File: src/rtl/interrupt_controller_pkg.sv
// Shared constants for the interrupt controller: FSM encoding, default sizes
// and the mask reset value.
package interrupt_defs;

   localparam int NUM_SRC_DEF = 8;
   localparam int ID_W_DEF    = 3;

   localparam logic [1:0] ST_IDLE    = 2'd0;
   localparam logic [1:0] ST_ASSERT  = 2'd1;
   localparam logic [1:0] ST_HOLDOFF = 2'd2;

   // Every source comes out of reset masked.
   localparam logic MASK_RST_BIT = 1'b1;

endpackage

File: src/rtl/interrupt_controller_if.sv
// Control-unit side of the interrupt controller: mask access, enable, acks,
// the two request lines and status readback.
interface interrupt_controller_if
   import interrupt_defs::*;
#(
   parameter int NUM_SRC = NUM_SRC_DEF,
   parameter int ID_W    = ID_W_DEF
);
   logic               maskWe;
   logic [NUM_SRC-1:0] maskIn;
   logic               globalEnable;
   logic               intAck;
   logic               nmiAck;
   logic               maskableInterrupt;
   logic               hardwareInterrupt;
   logic [ID_W-1:0]    causeId;
   logic [NUM_SRC-1:0] pendingOut;
   logic [NUM_SRC-1:0] maskOut;

   modport master (
      output maskWe, maskIn, globalEnable, intAck, nmiAck,
      input  maskableInterrupt, hardwareInterrupt, causeId, pendingOut, maskOut
   );

   modport slave (
      input  maskWe, maskIn, globalEnable, intAck, nmiAck,
      output maskableInterrupt, hardwareInterrupt, causeId, pendingOut, maskOut
   );
endinterface

File: src/rtl/interrupt_controller_sync.sv
// Two-flop synchronizer followed by a delay flop; rise pulses for one cycle
// when the synchronized level goes from 0 to 1.
module sync_edge_detect #(
   parameter int W = 1
) (
   input  logic         clk,
   input  logic         reset,
   input  logic [W-1:0] din,
   output logic [W-1:0] rise
);
   logic [W-1:0] s1, s2, p;

   always_ff @(posedge clk) begin
      if (reset) begin
         s1 <= '0;
         s2 <= '0;
         p  <= '0;
      end else begin
         s1 <= din;
         s2 <= s1;
         p  <= s2;
      end
   end

   assign rise = s2 & ~p;
endmodule

File: src/rtl/interrupt_controller.sv
// Collects edge-triggered interrupt sources, latches them as pending and hands
// the lowest-index eligible one to the control unit with an ack handshake.
module interrupt_controller
   import interrupt_defs::*;
#(
   parameter int NUM_SRC = NUM_SRC_DEF,
   parameter int ID_W    = ID_W_DEF
) (
   input  logic                 Clk,
   input  logic                 reset,
   input  logic [NUM_SRC-1:0]   irqIn,
   input  logic                 nmiIn,
   interrupt_controller_if.slave cu
);
   logic [NUM_SRC-1:0] irqRise, pending, mask, elig, clr;
   logic [0:0]         nmiRise;
   logic               nmiPending, reqQ, ackTake;
   logic [1:0]         state;
   logic [ID_W-1:0]    causeQ;

   function automatic logic [ID_W-1:0] lowest_set(input logic [NUM_SRC-1:0] v);
      lowest_set = '0;
      for (int i = NUM_SRC - 1; i >= 0; i--)
         if (v[i]) lowest_set = ID_W'(i);
   endfunction

   sync_edge_detect #(.W(NUM_SRC)) u_irq_sync (
      .clk(Clk), .reset(reset), .din(irqIn), .rise(irqRise)
   );

   sync_edge_detect #(.W(1)) u_nmi_sync (
      .clk(Clk), .reset(reset), .din(nmiIn), .rise(nmiRise)
   );

   assign elig    = pending & ~mask & {NUM_SRC{cu.globalEnable}};
   assign ackTake = (state == ST_ASSERT) && cu.intAck;

   always_comb begin
      clr = '0;
      for (int i = 0; i < NUM_SRC; i++)
         clr[i] = ackTake && (causeQ == ID_W'(i));
   end

   always_ff @(posedge Clk) begin
      if (reset) begin
         pending    <= '0;
         nmiPending <= 1'b0;
         mask       <= {NUM_SRC{MASK_RST_BIT}};
         state      <= ST_IDLE;
         reqQ       <= 1'b0;
         causeQ     <= '0;
      end else begin
         // A fresh edge overrides a same-cycle clear so no request is lost.
         pending    <= (pending & ~clr) | irqRise;
         nmiPending <= (nmiPending & ~cu.nmiAck) | nmiRise[0];
         if (cu.maskWe) mask <= cu.maskIn;

         case (state)
            ST_IDLE: begin
               if (|elig) begin
                  causeQ <= lowest_set(elig);
                  reqQ   <= 1'b1;
                  state  <= ST_ASSERT;
               end
            end
            ST_ASSERT: begin
               // causeQ stays frozen here even if a higher-priority source arrives.
               if (cu.intAck) begin
                  reqQ  <= 1'b0;
                  state <= ST_HOLDOFF;
               end else if (!elig[causeQ]) begin
                  reqQ  <= 1'b0;
                  state <= ST_IDLE;
               end
            end
            ST_HOLDOFF: state <= ST_IDLE;
            default: begin
               reqQ  <= 1'b0;
               state <= ST_IDLE;
            end
         endcase
      end
   end

   assign cu.maskableInterrupt = reqQ;
   assign cu.hardwareInterrupt = nmiPending;
   assign cu.causeId           = causeQ;
   assign cu.pendingOut        = pending;
   assign cu.maskOut           = mask;
endmodule

File: src/flat_wrapper.sv
// flat-port wrapper written by rule: the top's interface ports become plain ports
module interrupt_controller_flat import interrupt_defs::*;
#(
   parameter int NUM_SRC = NUM_SRC_DEF,
   parameter int ID_W    = ID_W_DEF
)
  (Clk, reset, irqIn, nmiIn, cu_maskWe, cu_maskIn, cu_globalEnable, cu_intAck, cu_nmiAck, cu_maskableInterrupt, cu_hardwareInterrupt, cu_causeId, cu_pendingOut, cu_maskOut);
  interrupt_controller_if #(.NUM_SRC(NUM_SRC), .ID_W(ID_W)) cu_i ();
  input  logic Clk;
  input  logic reset;
  input  logic [NUM_SRC-1:0] irqIn;
  input  logic nmiIn;
  input wire logic [$bits(cu_i.maskWe)-1:0] cu_maskWe;
  input wire logic [$bits(cu_i.maskIn)-1:0] cu_maskIn;
  input wire logic [$bits(cu_i.globalEnable)-1:0] cu_globalEnable;
  input wire logic [$bits(cu_i.intAck)-1:0] cu_intAck;
  input wire logic [$bits(cu_i.nmiAck)-1:0] cu_nmiAck;
  output wire logic [$bits(cu_i.maskableInterrupt)-1:0] cu_maskableInterrupt;
  output wire logic [$bits(cu_i.hardwareInterrupt)-1:0] cu_hardwareInterrupt;
  output wire logic [$bits(cu_i.causeId)-1:0] cu_causeId;
  output wire logic [$bits(cu_i.pendingOut)-1:0] cu_pendingOut;
  output wire logic [$bits(cu_i.maskOut)-1:0] cu_maskOut;
  assign cu_i.maskWe = cu_maskWe;
  assign cu_i.maskIn = cu_maskIn;
  assign cu_i.globalEnable = cu_globalEnable;
  assign cu_i.intAck = cu_intAck;
  assign cu_i.nmiAck = cu_nmiAck;
  assign cu_maskableInterrupt = cu_i.maskableInterrupt;
  assign cu_hardwareInterrupt = cu_i.hardwareInterrupt;
  assign cu_causeId = cu_i.causeId;
  assign cu_pendingOut = cu_i.pendingOut;
  assign cu_maskOut = cu_i.maskOut;
  interrupt_controller #(.NUM_SRC(NUM_SRC), .ID_W(ID_W)) u_core (.Clk(Clk), .reset(reset), .irqIn(irqIn), .nmiIn(nmiIn), .cu(cu_i));
endmodule
File: config.mk
export PLATFORM = sky130hd
export DESIGN_NAME = interrupt_controller_flat
export DESIGN_NICKNAME = d
export VERILOG_FILES = /design/src/rtl/interrupt_controller_pkg.sv /design/src/rtl/interrupt_controller_if.sv /design/src/rtl/interrupt_controller_sync.sv /design/src/rtl/interrupt_controller.sv /design/src/flat_wrapper.sv
export SDC_FILE = /design/constraint.sdc
export NUM_CORES = 1
export LEC_CHECK = 0
export CAP_MARGIN = 20
export CORE_ASPECT_RATIO = 0.9
export CORE_MARGIN = 2
export CORE_UTILIZATION = 50
export CTS_CLUSTER_DIAMETER = 80
export DETAILED_ROUTE_END_ITERATION = 16
export PLACE_DENSITY = 0.84
export SYNTH_ARGS = -nofsm -noshare
export SYNTH_HDL_FRONTEND = slang
export SYNTH_SLANG_ARGS = --single-unit
File: constraint.sdc
create_clock -name Clk -period 3.04 [get_ports Clk]
set_input_delay 0.912 -clock Clk [delete_from_list [all_inputs] [get_ports Clk]]
set_output_delay 0.912 -clock Clk [all_outputs]
set_load 0.005 [all_outputs]
==> results.toml <==
[outcome]
status = "finished clean"

[finish]
stdcell_area_sq_um = 2400
drive_above_1_share = 0.0942
syn_to_final_growth_pct = 31.7
instances_no_fill = 267
final_net_count = 245
antenna_cells = 0
fin_util = 0.699

[timing]
tns_ps = 0
slew_viol_final = 0
timing_hold_violations_final = 0
max_slew_margin = 0.672
tightest_slew_ps = 491
finalCriticalPeriod_ps = 2290
rsz0062_at_grt = "false"
period_share = 0.752
skew_ps = 3.72
max_freq_mhz = 437
finalSetupViolCount = 0

[setup_path]
critPathMaxFanout = 8
worstSetupPathType = "reg -> out"
crit_slowest_cell = "clkdlybuf4s50_1"
path_buf_inv = 1
reg2reg_to = "u_core.cu.maskableInterrupt$_SDFFE_PP0P_"
reg2reg_depth = 4
timing.critical_path.max_delay_family = "buffers and inverters"
cp_cell_sequence = "clkdlybuf4s50_1"
cp.required_ps = 2130
arrival_ps = 1370
cp-start-kind = "register"
reg2reg_slack_ps = 1320
end_kind = "output port"
cpPeakStageDelay_ps = 570
worstReg2RegStart = "u_core.cu.causeId[0]$_SDFFE_PP0P_"

[die]
coreArea_sq_um = 3430
rows = 20
io_pins = 44
die-area_sq_um = 4140
start_util = 0.531
dieHeight_microns = 61.2
dieWidth_microns = 67.6

[min_path]
hold_path_depth = 1
hp-class = "reg -> reg"
min-delay-start = "u_core.u_irq_sync.s1[0]$_SDFF_PP0_"
worstHoldEndpoint = "u_core.u_irq_sync.s2[0]$_SDFF_PP0_"

[yosys]
synth_nets = 198
synthCells = 175
synth_top_area_frac = 0.550
syn_area_sq_um = 1820
synth_area_leader_cell = "dfxtp_1"
synth_edf_count = 0
synth-seq-cells = 50
synthDistinctLibCells = 32
ys_warn_count = 0
synth_seq_area_share = 0.550
async_flop_share = 0
synthFlopType = "dfxtp_1"
synth.most_common_cell = "dfxtp_1"
synthTopCellsByArea = "dfxtp_1, nor2b_1, nand2b_1"
avgSynthCellArea_sq_um = 10.4
synth.top_cells.by_count = "dfxtp_1, nor2b_1, nand2b_1"

[pwr]
irDropWorstVdd_uv = 400
cellPowerDensity_nw_per_um2 = 512
power_mw = 1.23
p_leak_nw = 0.933

[clocking]
cts.repair.resized = 0
cts.sinks = 50
clk_latency_ps = 300
clock_path_buffers = 2
cts_tree = "built"
cts_buffers = 5
cts_setup_buffers = 0
path_clk_slew_ps = 80
htree_levels = 2
clockRootBuffer = "clkbuf_8"
holdBufCountCts = 0

[routing]
viasPerCell = 5.35
drt-total-wl_microns = 3770
wire_per_inst_microns = 14.1
ant_nets = 0
drc = 0
drt_pass1_iterations = 4
first_iter_violations = 103
num_vias = 1428

[grt]
grt_overflow = 0
grtUsageTotal = 0.210
grt_pass1_wl_microns = 6270
antenna_found_initial = 0
grt_max_degree = 16
first_global_vias = 1392

[placement]
dp_hpwl_microns = 2910
dpl-instance-area_sq_um = 2300
placedCellCount = 259
io_buffers = 43
gp_congestion = 0.909

[run]
cap_violations = 0
registers in the layout (all words and copies together) (netlist names):
name / count
u_core.cu.maskOut: 8
u_core.u_nmi_sync.s2: 1
u_core.u_irq_sync.s2: 8
u_core.cu.maskableInterrupt: 1
u_core.cu.causeId: 3
u_core.state: 2
u_core.u_irq_sync.p: 8
u_core.u_irq_sync.s1: 8
u_core.cu.hardwareInterrupt: 1
u_core.u_nmi_sync.p: 1
u_core.cu.pendingOut: 8
u_core.u_nmi_sync.s1: 1
layout make-up:
cell class	instances	area, sq um
fillers	240	1030
flip-flops and latches	50	1000
multi-input cells	117	788
repair buffers	45	445
clock buffers	7	86.3
well taps	44	55.1
inverters	3	11.3
clock inverters	1	8.76
report_power, final:
group          total (mW)  internal, mW  switching [mW]  leakage, nW
logic               0.125        0.0800          0.0451        0.474
registers           0.707         0.684          0.0228        0.411
clock network       0.395         0.188           0.207       0.0489
cell usage in the layout, fill, tap and decap left out, types with 4 or more instances in the layout:
master,count
a21oi_1,13
clkbuf_8,6
clkdlybuf4s50_1,43
dfxtp_1,50
mux2i_1,8
nand2_1,12
nand2b_1,14
nand2b_4,4
nor2b_1,28
o21ai_0,11
through the flow:
stage,worst slack [ps],hold slack (ps)
2_1_floorplan,1380,414
3_3_place_gp,786,417
3_5_place_dp,640,422
4_1_cts,754,443
5_1_grt,663,463
6_report,753,443
cell families (layout without fill, tap and decap cells):
kind of cell | Yosys count | count (layout) | synth area share
flip-flops | 50 | 50 | 0.550
multiplexers | 9 | 9 | 0.0564
AO/OA/AOI/OAI | 33 | 33 | 0.109
buffers and inverters | 8 | 56 | 0.0165
AND/OR/NAND/NOR | 75 | 75 | 0.268
worst max-delay path by stage:
stage / startpoint / cells past startpoint / slack, ps / to
2_1_floorplan: cu_maskWe / 3 / 1380 / u_core.cu.maskOut[0]$_SDFFE_PP1P_
3_3_place_gp: cu_globalEnable / 6 / 790 / u_core.cu.maskableInterrupt$_SDFFE_PP0P_
6_report: u_core.cu.causeId[0]$_SDFFE_PP0P_ / 1 / 750 / cu_causeId[0]
3_5_place_dp: cu_globalEnable / 6 / 640 / u_core.cu.maskableInterrupt$_SDFFE_PP0P_
5_1_grt: u_core.cu.causeId[0]$_SDFFE_PP0P_ / 1 / 660 / cu_causeId[0]
4_1_cts: u_core.cu.causeId[0]$_SDFFE_PP0P_ / 1 / 750 / cu_causeId[0]
routing by layer:
| metal | part of all wire | routed length [microns] | vias to the layer above | GRT usage |
|---|---|---|---|---|
| li1 | - | - | 683 | - |
| met1 | 0.40 | 1510 | 675 | 0.241 |
| met2 | 0.51 | 1930 | 61 | 0.375 |
| met3 | 0.067 | 252 | 9 | 0.0658 |
| met4 | 0.021 | 80 | 0 | 0.0700 |
| met5 | 0 | 0 | - | 0 |
Note: power is estimated with default switching activity, not from simulation.
